===== config.mk =====
export PLATFORM = sky130hd
export DESIGN_NAME = sched_loader_flat
export DESIGN_NICKNAME = d
export VERILOG_FILES = /design/src/rtl/sched_loader_if.sv /design/src/rtl/sched_loader.sv /design/src/flat_wrapper.sv
export SDC_FILE = /design/constraint.sdc
export NUM_CORES = 1
export LEC_CHECK = 0
export BUFFER_PORTS_ARGS = -buffer_cell sky130_fd_sc_hd__buf_2
export CORE_ASPECT_RATIO = 0.8
export CORE_MARGIN = 2
export CORE_UTILIZATION = 45
export CTS_CLUSTER_DIAMETER = 30
export DETAILED_ROUTE_END_ITERATION = 10
export MAX_ROUTING_LAYER = met4
export PLACE_DENSITY_LB_ADDON = 0.05
export SLEW_MARGIN = 20
export SYNTH_ARGS = -nofsm -noshare
export SYNTH_HDL_FRONTEND = slang
export SYNTH_SLANG_ARGS = --single-unit

===== constraint.sdc =====
create_clock -name clk -period 1.9 [get_ports clk]
set_input_delay 0.38 -clock clk [delete_from_list [all_inputs] [get_ports clk]]
set_output_delay 0.38 -clock clk [all_outputs]
set_load 0.05 [all_outputs]

===== src/rtl/sched_loader_if.sv =====
//------------------------------------------------------------------------------
// sched_loader_if : host byte link, sweep status and schedule RAM write bus
// Revision: 1.0
//------------------------------------------------------------------------------
`default_nettype none

interface sched_loader_if;
  logic [7:0]  rx_data;
  logic        rx_valid;
  logic        rx_ready;
  logic        busy;
  logic [3:0]  ram_we;
  logic [6:0]  ram_waddr;
  logic [31:0] ram_din;
  logic [6:0]  sched_length;
  logic        trigger;
  logic        err;

  modport master (
    output rx_data, rx_valid, busy,
    input  rx_ready, ram_we, ram_waddr, ram_din, sched_length, trigger, err
  );

  modport slave (
    input  rx_data, rx_valid, busy,
    output rx_ready, ram_we, ram_waddr, ram_din, sched_length, trigger, err
  );
endinterface

`default_nettype wire


===== src/rtl/sched_loader.sv =====
//------------------------------------------------------------------------------
// sched_loader : decodes host command frames into schedule RAM writes,
//                schedule length updates and sweep trigger pulses
// Revision: 1.0
//------------------------------------------------------------------------------
`default_nettype none

module sched_loader #(
  parameter int TIMEOUT = 255
) (
  input  wire logic      clk,
  input  wire logic      rst_n,
  sched_loader_if.slave  bus
);

  typedef enum logic [2:0] {
    S_IDLE   = 3'd0,
    S_ADDR   = 3'd1,
    S_DATA   = 3'd2,
    S_LEN    = 3'd3,
    S_COMMIT = 3'd4
  } state_t;

  localparam logic [15:0] c_TMO_LAST = 16'(TIMEOUT - 1);
  localparam logic [1:0]  c_OP_WRITE = 2'b00;
  localparam logic [1:0]  c_OP_SETLEN = 2'b01;
  localparam logic [1:0]  c_OP_FIRE = 2'b10;

  state_t      r_state;
  state_t      w_next;
  logic [1:0]  r_sel;
  logic        r_is_len;
  logic [1:0]  r_idx;
  logic [15:0] r_tmo;
  logic [6:0]  r_waddr;
  logic [31:0] r_din;
  logic [6:0]  r_len_pend;
  logic [6:0]  r_len;
  logic        r_trig;
  logic        r_err;

  logic        w_rdy;
  logic        w_accept;
  logic        w_counting;
  logic        w_tmo_hit;
  logic        w_load;
  logic        w_err;
  logic        w_trig;

  assign w_rdy      = (r_state != S_COMMIT);
  assign w_accept   = bus.rx_valid && w_rdy;
  assign w_counting = (r_state == S_ADDR) || (r_state == S_DATA) || (r_state == S_LEN);
  assign w_tmo_hit  = w_counting && !w_accept && (r_tmo == c_TMO_LAST);

  always_comb begin
    w_next = r_state;
    w_err  = 1'b0;
    w_trig = 1'b0;
    w_load = 1'b0;
    case (r_state)
      S_IDLE: begin
        if (w_accept) begin
          case (bus.rx_data[7:6])
            c_OP_WRITE:  w_next = S_ADDR;
            c_OP_SETLEN: w_next = S_LEN;
            c_OP_FIRE: begin
              if (!bus.busy && (r_len != 7'd0)) w_trig = 1'b1;
              else                               w_err  = 1'b1;
            end
            default:     w_err = 1'b1;
          endcase
        end
      end
      S_ADDR: begin
        if (w_accept) begin
          if (bus.rx_data[7]) begin
            w_err  = 1'b1;
            w_next = S_IDLE;
          end else begin
            w_next = S_DATA;
          end
        end else if (w_tmo_hit) begin
          w_err  = 1'b1;
          w_next = S_IDLE;
        end
      end
      S_DATA: begin
        if (w_accept) begin
          if (r_idx == 2'd3) w_next = S_COMMIT;
        end else if (w_tmo_hit) begin
          w_err  = 1'b1;
          w_next = S_IDLE;
        end
      end
      S_LEN: begin
        if (w_accept) begin
          if (bus.rx_data[7] || (bus.rx_data == 8'd0)) begin
            w_err  = 1'b1;
            w_next = S_IDLE;
          end else begin
            w_next = S_COMMIT;
          end
        end else if (w_tmo_hit) begin
          w_err  = 1'b1;
          w_next = S_IDLE;
        end
      end
      S_COMMIT: begin
        if (!bus.busy) begin
          w_load = 1'b1;
          w_next = S_IDLE;
        end
      end
      default: w_next = S_IDLE;
    endcase
  end

  always_ff @(posedge clk or negedge rst_n) begin
    if (!rst_n) begin
      r_state <= S_IDLE;
    end else begin
      r_state <= w_next;
    end
  end

  always_ff @(posedge clk or negedge rst_n) begin
    if (!rst_n) begin
      r_sel      <= 2'd0;
      r_is_len   <= 1'b0;
      r_idx      <= 2'd0;
      r_tmo      <= 16'd0;
      r_waddr    <= 7'd0;
      r_din      <= 32'd0;
      r_len_pend <= 7'd0;
      r_len      <= 7'd0;
      r_trig     <= 1'b0;
      r_err      <= 1'b0;
    end else begin
      r_trig <= w_trig;
      r_err  <= w_err;

      // Counter holds its value in COMMIT so busy can stall indefinitely.
      if (w_accept || (r_state == S_IDLE) || w_tmo_hit) begin
        r_tmo <= 16'd0;
      end else if (w_counting) begin
        r_tmo <= r_tmo + 16'd1;
      end

      if (w_accept) begin
        case (r_state)
          S_IDLE: begin
            r_sel    <= bus.rx_data[1:0];
            r_is_len <= (bus.rx_data[7:6] == c_OP_SETLEN);
          end
          S_ADDR: begin
            if (!bus.rx_data[7]) r_waddr <= bus.rx_data[6:0];
            r_idx <= 2'd0;
          end
          S_DATA: begin
            r_din[{r_idx, 3'b000} +: 8] <= bus.rx_data;
            r_idx <= r_idx + 2'd1;
          end
          S_LEN:   r_len_pend <= bus.rx_data[6:0];
          default: ;
        endcase
      end

      if (w_load && r_is_len) r_len <= r_len_pend;
    end
  end

  // Commit outputs are combinational so they appear in the first busy-free COMMIT cycle.
  assign bus.rx_ready     = w_rdy;
  assign bus.ram_we       = (w_load && !r_is_len) ? (4'b0001 << r_sel) : 4'b0000;
  assign bus.ram_waddr    = r_waddr;
  assign bus.ram_din      = r_din;
  assign bus.sched_length = (w_load && r_is_len) ? r_len_pend : r_len;
  assign bus.trigger      = r_trig;
  assign bus.err          = r_err;

endmodule

`default_nettype wire


===== src/flat_wrapper.sv =====
// flat-port wrapper written by rule: the top's interface ports become plain ports
module sched_loader_flat 
#(
  parameter int TIMEOUT = 255
)
  (clk, rst_n, bus_rx_data, bus_rx_valid, bus_busy, bus_rx_ready, bus_ram_we, bus_ram_waddr, bus_ram_din, bus_sched_length, bus_trigger, bus_err);
  sched_loader_if bus_i ();
  input  wire logic clk;
  input  wire logic rst_n;
  input wire logic [$bits(bus_i.rx_data)-1:0] bus_rx_data;
  input wire logic [$bits(bus_i.rx_valid)-1:0] bus_rx_valid;
  input wire logic [$bits(bus_i.busy)-1:0] bus_busy;
  output wire logic [$bits(bus_i.rx_ready)-1:0] bus_rx_ready;
  output wire logic [$bits(bus_i.ram_we)-1:0] bus_ram_we;
  output wire logic [$bits(bus_i.ram_waddr)-1:0] bus_ram_waddr;
  output wire logic [$bits(bus_i.ram_din)-1:0] bus_ram_din;
  output wire logic [$bits(bus_i.sched_length)-1:0] bus_sched_length;
  output wire logic [$bits(bus_i.trigger)-1:0] bus_trigger;
  output wire logic [$bits(bus_i.err)-1:0] bus_err;
  assign bus_i.rx_data = bus_rx_data;
  assign bus_i.rx_valid = bus_rx_valid;
  assign bus_i.busy = bus_busy;
  assign bus_rx_ready = bus_i.rx_ready;
  assign bus_ram_we = bus_i.ram_we;
  assign bus_ram_waddr = bus_i.ram_waddr;
  assign bus_ram_din = bus_i.ram_din;
  assign bus_sched_length = bus_i.sched_length;
  assign bus_trigger = bus_i.trigger;
  assign bus_err = bus_i.err;
  sched_loader #(.TIMEOUT(TIMEOUT)) u_core (.clk(clk), .rst_n(rst_n), .bus(bus_i));
endmodule

# ---- Word-level counts from Yosys, hierarchy flattened
# Index checks and enable logic that the tools add are counted.
dict set report totals {
  ramBits 0
  wordCells 91
  latch_bits 0
  memories 0
  regBits 79
  in_bits 12
  mem_bits_ro 0
}
dict set report classes {
  eq_ne 13
  mux 33
  reduce_logical 27
  n_div 0
  shift 3
  bitwise_logic 1
  addsub 3
  magnitude_cmp 0
  mul 0
}
# cell n
set ops {}
lappend ops {{$bwmux W32} 1}
lappend ops {{$mux W16} 2}
lappend ops {{$shift A8 B7 Y32 const A} 1}
lappend ops {{$shiftx A8 B7 Y32} 1}
lappend ops {{$mux W3} 8}
lappend ops {{$add A16 B1 Y16 const B} 1}
lappend ops {{$eq A16 B8 Y1 const B} 1}
lappend ops {{$pmux W3 S5} 1}
lappend ops {{$mux W1} 14}
lappend ops {{$ne A3 B3 Y1 const B} 3}
lappend ops {{$logic_not A8 Y1} 1}
lappend ops {{$reduce_and A2 Y1} 4}
lappend ops {{$mux W7} 1}
lappend ops {{$neg A5 Y7} 1}
lappend ops {{$reduce_bool A7 Y1} 1}
lappend ops {{$eq A3 B2 Y1 const B} 2}
lappend ops {{$logic_and A1 B1 Y1} 6}
lappend ops {{$pmux W3 S2} 1}
lappend ops {{$logic_or A1 B1 Y1} 5}
lappend ops {{$eq A2 B2 Y1 const B} 2}
lappend ops {{$mux W4} 1}
lappend ops {{$pmux W1 S4} 1}
lappend ops {{$pmux W2 S2} 1}
lappend ops {{$reduce_and A4 Y1} 1}
lappend ops {{other kinds (16)} 19}

# ---- Longest topological paths before layout
dict set report depth {
  depth_word 8
  ltp_mapped 7
  ltp_nobuf 6
}

# ---- Worst setup path before layout
# OpenSTA, ideal clock, no wires.
dict set report synth_timing {
  kind {register to output}
  from {register u_core.r_state[0]}
  to {output bus_ram_we[0]}
  stages_incl_launch_ff 5
  t_arrival_ns 2.613
  required_time_ns 1.520
  path_buffers 1
  setup_slack_ns -1.093
  cell_sequence {dfrtp_1 buf_2 or3b_2 nor3_2 nor3b_1}
}
dict set report synth_between {
  elab_chain_len 4
}
# item line_no
set synth_rtl {}
lappend synth_rtl {{start: declaration} sched_loader.sv:29} ;# state_t r_state;
lappend synth_rtl {{start signal: assignment} sched_loader.sv:122} ;# r_state <= w_next;
lappend synth_rtl {{$eq A3 B3 Y1} sched_loader.sv:60} ;# case (r_state)
lappend synth_rtl {{$mux W1} sched_loader.sv:60}
lappend synth_rtl {{$logic_and A1 B1 Y1} sched_loader.sv:174} ;# assign bus.ram_we = (w_load && !r_is_len) ? (4'b0001 << r_sel) : 4'b0000;
lappend synth_rtl {{$mux W4} sched_loader.sv:174}
lappend synth_rtl {{end: declaration} flat_wrapper.sv:14} ;# output wire logic [$bits(bus_i.ram_we)-1:0] bus_ram_we;
# Every way passes these cells.

# ---- Worst setup path after layout
# Ends and elaborated chain as after synthesis.

==> flow_summary.ini <==
[outcome]
run_status = finished with violations
violated_checks = negative setup slack

[cells_and_area]
drive_above_1_share_pct = 31.85
register_area_mm2 = 0.001979
antennaDiodeCount = 0
fillCellCount = 748
synthToLayoutAreaGrowth_pct = 23.06
multi_input_gate_area_in_the_final_layout_mm2 = 0.001660
utilization_pct = 57.38
finalInstanceArea_mm2 = 0.004581
final_nets = 464

[cts]
ctsHtreeMaxLevel = 3
clk_root_buffer_cell = clkbuf_8
cts_tree = done
cts_inserted_buffers = 9
clock_tree.buffer_depth = 2
insertion_delay_ps = 340
clk_pin_slew_worst_setup_hold_paths_ps = 80
cts.sinks = 79

[route]
drtIter0Drc = 142
detail_route.drc_violations = 0
wirelength_um = 8581
route.antenna.remaining_nets = 0
wire_length_per_cell_um = 15.41
routed_via_density = 5.230
first_pass_iters = 4
route.vias.total = 2913

[pwr]
vdd.ir_drop.worst_mv = 0.8199
static-leakage-power_nw = 2.146
power_density_mw_per_mm2 = 1552

[critical_path]
worstSetupStartpoint = u_core.r_state[0]
setup.reg_to_reg.worst_slack_ps = 80
required_ps = 1520
endpoint = bus_ram_we[0]
critical_path.endpoint_type = output pin
reg2reg_launch_point = u_core.r_state[0]
criticalPathCategory = reg2out
ff2ff_path_depth = 5
timing.critical_path.from_type = flop
regToRegEndpoint = u_core.r_tmo[15]
crit_fanout = 4
crit_arrival_ps = 1740

[timing]
report.final.slew_viol_count = 0
finalSetupViolations = 11
maxClockFrequency_mhz = 471.5
setup_ws_ps = -221.0
rsz0062_at_grt = yes
max_slew.worst_pin.slew_ps = 609.4
final_min_period_over_clock_period_pct = 111.6
worst_slew_margin_rel_pct = 59.28
clock_skew_ps = 9.065
finalCriticalPeriod_ps = 2121
timing_hold_violations_final = 0

[placed_design]
hpwl_um = 6055
place_area_mm2 = 0.004284
numPortBuffers = 64
globalplace.congestion = 0.8059

[global_routing]
grt_first_pass_wirelength_um = 14260
overflow_after_grt = 0
track_usage_pct = 20.78
pin_count_of_the_biggest_net_entering_global_routing = 47
first_global_vias = 2816
grt_antenna_before_repair = 0

[synthesis]
ys_dominant_reg_cell = dfrtp_1
synth.area.top_cells = dfrtp_1 53%, nand2_1 8.9%, mux2_2 7.3%
synth.largest_area_cell = dfrtp_1
average_instance_area_after_synthesis_um2 = 10.17
syn-instance-count = 366
yosys_register_bits = 79
synth_enable_flop_cells = 0
synthesis.area_mm2 = 0.003722
synth.net_count = 385
yosys_warnings = 0
synth_async_sr_flop_share_pct = 100.0
synth.yosys.seq_area_share_pct = 53.11
yosysTopAreaCellShare_pct = 53.11
synth.distinct_cells = 53

[floorplan]
placementRows = 29
die_w_um = 105.7
top_level_ports = 65
floorplan.initialDensity_pct = 46.63
fp.coreArea_mm2 = 0.007983
die_height_um = 85.35
die_footprint_mm2 = 0.009020

[min_path]
timing.hold.worst.class = in2reg

[run]
cap_viol_max_count = 0
[area by class of cell]
type	count	area share (%)
clock buffer	12	3.169
sequential	79	43.21
timing repair buffer	84	12.73
clock inverter	3	0.9560
tap	108	2.950
multi-input combinational	262	36.25
inverter	9	0.7375
[layer usage]
layer | vias up | track usage [%] | routed length, um
met5 | - | - | 0
met4 | 0 | 5.502 | 94
met3 | 10 | 4.916 | 363
met2 | 68 | 29.56 | 3690
met1 | 1393 | 29.95 | 4431
li1 | 1442 | - | -
[state kept, by name, indices dropped and copies added (netlist names)]
name,cells
u_core.bus.ram_din,32
u_core.r_tmo,16
u_core.bus.ram_waddr,7
u_core.r_len,7
u_core.r_len_pend,7
u_core.r_state,3
u_core.r_idx,2
u_core.r_sel,2
u_core.bus.err,1
u_core.bus.trigger,1
u_core.r_is_len,1
[cell usage after synthesis (3+ instances only)]
cell,count
a21oi_1,13
a22oi_1,6
and3_1,5
buf_2,3
clkbuf_1,8
dfrtp_1,79
ha_1,7
inv_1,9
mux2_2,24
nand2_1,88
nand3_1,7
nand4_1,7
nor2_1,4
nor3_1,6
o21ai_0,42
or3_1,6
xor2_1,6
[cells by family after synthesis]
kind of cell               share of synthesized area, %
adders and majority gates                         2.353
xor gates and xnor gates                          1.882
DFF                                               53.11
AOI/OAI and AO/OA                                 12.77
and+or+nand+nor                                   19.33
buffers and inverters                             3.294
muxes                                             7.261
[critical path, cell delays in order, from the launching register on]
cell and delay (ps):
dfrtp_1 410, or3b_4 410, nor3_4 180, nor3b_4 220
buf_6 180
[metrics by stage]
stage	setup slack [ps]	setup TNS [ps]	instances	hold slack, ps	power (mW)
3_5_place_dp	66.20	0	540	278.9	5.833
6_report	-221.0	-2124	557	365.5	7.111
2_1_floorplan	-221.9	-414.0	366	84.41	4.948
3_3_place_gp	89.24	0	540	280.8	5.792
5_1_grt	-293.4	-2937	557	371.2	7.557
4_1_cts	-242.2	-2254	557	351.1	7.152
[placed cells by master (no fill, tap or decap), types with 7 or more instances in the layout]
cell / netlist / layout
a21oi_1: 13 / 13
buf_2: 3 / 51
buf_4: 2 / 17
buf_6: 1 / 12
clkbuf_8: 1 / 10
dfrtp_1: 79 / 77
ha_1: 7 / 7
inv_1: 9 / 9
mux2_2: 24 / 24
nand2_1: 88 / 86
nand3_1: 7 / 7
nand4_1: 7 / 7
o21ai_0: 42 / 42
[where the power goes]
part	switching [mW]	total (mW)	internal, mW
registers	0.339	2.53	2.19
logic	2.31	3.36	1.05
clock network	0.583	1.22	0.638
[how the worst min path moves through the flow]
stage,endpoint,depth (start not counted),from
floorplan,u_core.bus.err,0,rst_n
global placement,u_core.bus.ram_din[13],1,rst_n
detailed placement,u_core.bus.ram_din[14],1,rst_n
CTS,u_core.bus.ram_din[11],3,bus_rx_data[3]
global route,u_core.bus.ram_din[11],3,bus_rx_data[3]
finish,u_core.bus.ram_din[11],3,bus_rx_data[3]
[what timing repair did]
action                                  in CTS  in global routing
hold endpoints to repair                    18                  0
gates resized for setup                     26                  4
cloned                                       0                  0
endpoints found under the setup margin      11                 16
hold buffers                                 1                  0
pin swaps                                    2                  1
setup buffers                                1                  0
Note: power is estimated with default switching activity, not from simulation.
